==> src/rtl/cdc_hs_tx.sv <==
// cdc_hs_tx: source-domain transmitter of a four-phase req/ack CDC handshake.
//
// Captures a word from a local producer (valid/ready), presents it on tx_data
// with a level request tx_req, and waits for the destination's acknowledge to
// go high and then low again before accepting the next word. The acknowledge
// is synchronised through a NUM_STAGES flop chain; only the synchronised copy
// is used by the control logic.
//
// Ports:
//   CLK        in   source-domain clock (rising edge)
//   rst        in   asynchronous active-high reset
//   src_data   in   BUS_WIDTH word from producer, captured on acceptance
//   src_valid  in   producer has a word
//   src_ready  out  registered, block can accept a word
//   tx_req     out  registered level request to destination
//   tx_data    out  registered word, stable while a transfer is in flight
//   tx_ack     in   asynchronous acknowledge from destination
//   done       out  registered one-cycle pulse on handshake completion
module cdc_hs_tx #(
  parameter int unsigned BUS_WIDTH  = 8,
  parameter int unsigned NUM_STAGES = 2
) (
  input  logic                 CLK,
  input  logic                 rst,
  input  logic [BUS_WIDTH-1:0] src_data,
  input  logic                 src_valid,
  output logic                 src_ready,
  output logic                 tx_req,
  output logic [BUS_WIDTH-1:0] tx_data,
  input  logic                 tx_ack,
  output logic                 done
);

  if (NUM_STAGES < 2) begin : g_bad_stages
    $error("cdc_hs_tx: NUM_STAGES must be at least 2");
  end

  typedef enum logic [1:0] {
    StIdle,
    StReq,
    StWaitLow
  } state_e;

  state_e                 r_state;
  state_e                 w_state_d;
  logic [NUM_STAGES-1:0]  r_ack_sync;
  logic                   w_ack_s;
  logic                   r_src_ready;
  logic                   w_src_ready_d;
  logic                   r_tx_req;
  logic                   w_tx_req_d;
  logic [BUS_WIDTH-1:0]   r_tx_data;
  logic [BUS_WIDTH-1:0]   w_tx_data_d;
  logic                   r_done;
  logic                   w_done_d;

  // Acknowledge synchroniser: tx_ack enters at bit 0, ack_s is the last stage.
  always_ff @(posedge CLK or posedge rst) begin
    if (rst) begin
      r_ack_sync <= '0;
    end else begin
      r_ack_sync <= {r_ack_sync[NUM_STAGES-2:0], tx_ack};
    end
  end

  assign w_ack_s = r_ack_sync[NUM_STAGES-1];

  always_ff @(posedge CLK or posedge rst) begin
    if (rst) begin
      r_state     <= StIdle;
      r_src_ready <= 1'b0;
      r_tx_req    <= 1'b0;
      r_tx_data   <= '0;
      r_done      <= 1'b0;
    end else begin
      r_state     <= w_state_d;
      r_src_ready <= w_src_ready_d;
      r_tx_req    <= w_tx_req_d;
      r_tx_data   <= w_tx_data_d;
      r_done      <= w_done_d;
    end
  end

  always_comb begin
    w_state_d     = r_state;
    w_src_ready_d = r_src_ready;
    w_tx_req_d    = r_tx_req;
    w_tx_data_d   = r_tx_data;
    w_done_d      = 1'b0;
    unique case (r_state)
      StIdle: begin
        if (src_valid && r_src_ready) begin
          w_tx_data_d   = src_data;
          w_tx_req_d    = 1'b1;
          w_src_ready_d = 1'b0;
          w_state_d     = StReq;
        end else begin
          // Also raises ready on the first edge after reset release.
          w_src_ready_d = 1'b1;
        end
      end
      StReq: begin
        if (w_ack_s) begin
          w_tx_req_d = 1'b0;
          w_state_d  = StWaitLow;
        end
      end
      StWaitLow: begin
        // Release the producer only once ack has returned to zero.
        if (!w_ack_s) begin
          w_src_ready_d = 1'b1;
          w_done_d      = 1'b1;
          w_state_d     = StIdle;
        end
      end
      default: begin
        w_state_d = StIdle;
      end
    endcase
  end

  assign src_ready = r_src_ready;
  assign tx_req    = r_tx_req;
  assign tx_data   = r_tx_data;
  assign done      = r_done;

endmodule

==> config.mk <==
export PLATFORM = sky130hd
export DESIGN_NAME = cdc_hs_tx
export DESIGN_NICKNAME = d
export VERILOG_FILES = /design/src/rtl/cdc_hs_tx.sv
export SDC_FILE = /design/constraint.sdc
export NUM_CORES = 1
export LEC_CHECK = 0
export CORE_MARGIN = 2
export CORE_UTILIZATION = 43
export CTS_CLUSTER_DIAMETER = 100
export DETAILED_ROUTE_END_ITERATION = 7
export HOLD_SLACK_MARGIN = 0.1
export PLACE_DENSITY = 0.78
export SLEW_MARGIN = 5
export SYNTH_ARGS = -nofsm -noshare
export SYNTH_HDL_FRONTEND = slang
export SYNTH_SLANG_ARGS = --single-unit
==> constraint.sdc <==
create_clock -name CLK -period 3.95 [get_ports CLK]
set_input_delay 0.79 -clock CLK [delete_from_list [all_inputs] [get_ports CLK]]
set_output_delay 0.79 -clock CLK [all_outputs]
set_load 0.02 [all_outputs]
Word-level counts from Yosys, hierarchy flattened:

Cells that the tools add are included.

* reductions and logical operators: 8
* muxes and demuxes: 12
* equality and inequality tests: 5

Operator list (count)
* 1-bit two-way mux: 6
* 2-bit two-way mux: 3
* 2-bit inequality test, second input constant: 3
* 2-bit case mux with 3 select lines: 1
* 3-bit AND reduction: 2
* 1-bit case mux with 2 select lines: 2
* 2-bit AND reduction: 2
* 2-bit nonzero test: 2
* 2-bit by 1-bit equality test with 1-bit output, second input constant: 1
* 2-bit equality test, second input constant: 1
* 2-bit logical NOT: 1
* 1-bit logical AND: 1

* input bits: 12
* output and inout bits: 11
* bits in registers: 15
* word-level logic and storage cells: 31

Logic depth before layout (Yosys ltp):

* depth after elaboration: 3
* gate-level depth with buffers: 3
* depth with buffers taken out: 2

Worst setup path after synthesis:

OpenSTA, ideal clock, no wires.

* kind: in2reg
* start point: input src_valid
* end point: register r_tx_data[0] (netlist: tx_data[0])
* buffers on the path: 1
* arrival: 1.541 ns
* slack: 2.284 ns
* cell stages on the path: 3
* data required time: 3.825 ns
* library setup time: 0.125 ns
* cells stage by stage: nor4bb_1 -> buf_4 -> mux2_2

* cells in the longest elaborated chain, start to end: 2

Ends and longest elaborated chain
* from (decl): line 26 `input logic src_valid,`
* 1-bit logical AND: line 92 `if (src_valid && r_src_ready) begin`
* 2-bit AND reduction (no line)
* to (signal assigned): line 79 `r_tx_data <= w_tx_data_d;`
* to (decl): line 52 `logic [BUS_WIDTH-1:0] r_tx_data;`

No other way between the ends.
A chain may end at the register's enable or synchronous reset.

Final worst setup path:

* start point: input src_valid
* end point: register r_tx_data[7] (netlist: tx_data[7])

The elaborated chain is that of the path after synthesis.

==> summary.txt <==
Outcome - completed
Worst Hold Class - reg2reg
Ports - 23
Final Hold Vio Count - 0
Vias in the first global route - 414
Worst skew pair latency - 280 ps
First-pass GRT wire length - 1680 um
Clock buffer depth - 2
Pwr dens - 785 nW/um^2
Fill cells - 105
Most frequent cell after synthesis - dfrtp_1
Fin crit period - 2380 ps
Top cells by area, synth - dfrtp_1 65%, mux2_2 16%, nor2b_1 3.3%
Die width - 40.5 um
Remaining global-route overflow - 0
DR WL/cell - 13.4 um
Yosys reg bits - 15
Inst Count DP - 75
Std cell rows - 13
Slowest stage delay, CP - 830 ps
Critical-path cell list - clkdlybuf4s50_1 > nor4bb_2 > mux2_2
CP Max Fanout - 8
TritonCTS Buffers - 3
Largest net degree at the start of global routing - 16
Final setup vio count - 0
Setup crit end kind - flop
Setup Crit Path Kind - in2reg
Clock Skews - 4.07 ps
Setup TNS - 0 ps
CTS tree - yes
Rel. slew slack - 0.386
Drt initial violations - 4
Layout cells sized above 1 - 0.203
# port buffers - 22
Routed wire length - 1060 um
H-Tree Depth - 1
Post-DP HPWL - 759 um
Final std cells w/o fill - 79
Die Footprint - 1640 um^2
Count of cell types in the netlist - 13
Seq/Total Area, Yosys - 0.654
Clock-pin transition on the worst setup and hold timing paths - 90 ps
Vias per cell - 5.05
# Post-CTS Setup Buffers - 0
Cell area after synthesis - 574 um^2
Pre-CTS setup slack - 1230 ps
Max-slew violation count - 0
Final period util - 0.603
Arr. time, crit path - 2550 ps
Core area - 1270 um^2
Hold Path Stages - 0
Critical Path RT - 4120 ps
VDD IR max - 0.000507 V
Via count - 399
Leak pwr - 0.000353 uW
Max Cap Viol - 0
Worst Tran Pin Value - 908 ps
Resize count post-CTS - 0
Remaining antenna violation count - 0
Crit start category - primary input
# nets final - 77
Worst Slack Setup Final - 1570 ps
Initial antenna violation count - 0
Async S/R FF share, synth - 1.00
Commonest cells post-synth - 15 x dfrtp_1, 8 x mux2_2, 3 x nor2b_1
Clock sink count - 15
Slowest cell on crit path - nor4bb_2
Post-synth EDFFs - 0
Finished Core Util - 0.662
Synth Flop Type - dfrtp_1
Syn avg cell area - 14.7 um^2
Area leader, netlist - dfrtp_1
Clock Tree Root - clkbuf_4
Initial Util - 0.453
Final GP Congestion - 0.587
FMAX - 0.420 GHz
Area Overhead vs Synth - 46.2%
Ys Warns - 0
Router iterations before antenna repair - 2
Mapped Cells - 39
CTS hold repair buffers - 0
Yosys top cell area share - 0.654
Syn nets - 51
Die H - 40.5 um
DRC viols - 0
GRT Util Overall - 0.163
Worst R2R Path Depth - 2
Unrepaired setup endpoints after global routing - false
N_diodes - 0
## final timing paths
kind                            slack, ps            end           from
worst min register to register        360  r_ack_sync[1]  r_ack_sync[0]
worst min-delay path                  360  r_ack_sync[1]  r_ack_sync[0]
max in group asynchronous            2720     tx_data[0]            rst
min in group asynchronous             860           done            rst
worst max register to register       2140     tx_data[7]     r_state[0]
worst max-delay path                 1570     tx_data[7]      src_valid
## cells by family (layout without fill, tap and decap cells)
logic type / after synthesis / in the layout / share of synthesized area
mux: 8 / 8 / 0.157
simple gates: 8 / 8 / 0.102
buf+inv: 3 / 28 / 0.0262
compound gates: 5 / 5 / 0.0610
flops: 15 / 15 / 0.654
## where the power goes
| group | switching (uW) | internal [uW] | leakage, uW |
|---|---|---|---|
| logic | 132 | 177 | 0.000156 |
| registers | 48.1 | 217 | 0.000179 |
| clock network | 47.7 | 37.5 | 0.0000177 |
| total | 228 | 432 | 0.000353 |
## routing by layer
layer	track usage	wire, um
met1	0.170	435
met2	0.286	541
met3	0.0444	67
met4	0.100	12
met5	0	0
## registers in the layout (all words and copies together) (netlist names)
signal and flops:
tx_data 8, r_ack_sync 2, r_state 2, done 1
src_ready 1, tx_req 1
## final cells by class
type | count | area [um^2] | area share
multi-input combinational | 21 | 190 | 0.227
inverter | 2 | 7.51 | 0.00894
clock inverter | 1 | 5.00 | 0.00596
tap | 15 | 18.8 | 0.0224
sequential | 15 | 375 | 0.447
timing repair buffer | 22 | 220 | 0.262
clock buffer | 3 | 22.5 | 0.0268
## worst max-delay path: cells and delay by family
kind	cells	cell delay, ps
buffers and inverters	1	520
muxes	1	410
and+or+nand+nor	1	830
## cell usage in the layout, fill, tap and decap left out
master           instances
dfrtp_1                 15
clkdlybuf4s50_1         22
or2b_1                   1
o22a_1                   1
nor2b_1                  3
nand3b_1                 2
mux2_2                   8
nor4bb_2                 1
nor3b_1                  1
a21oi_1                  2
o21a_1                   1
clkinv_2                 1
a221oi_1                 1
clkbuf_4                 3
inv_1                    2
## metrics by stage
| stage | hold slack (ps) | power, uW | cell area, um^2 |
|---|---|---|---|
| finish | 356 | 659 | 840 |
| global route | 368 | 700 | 840 |
| CTS | 357 | 668 | 840 |
| detailed placement | 336 | 580 | 812 |
| global placement | 335 | 572 | 812 |
| floorplan | 331 | 440 | 574 |
Power figures use the tool's default switching activity.
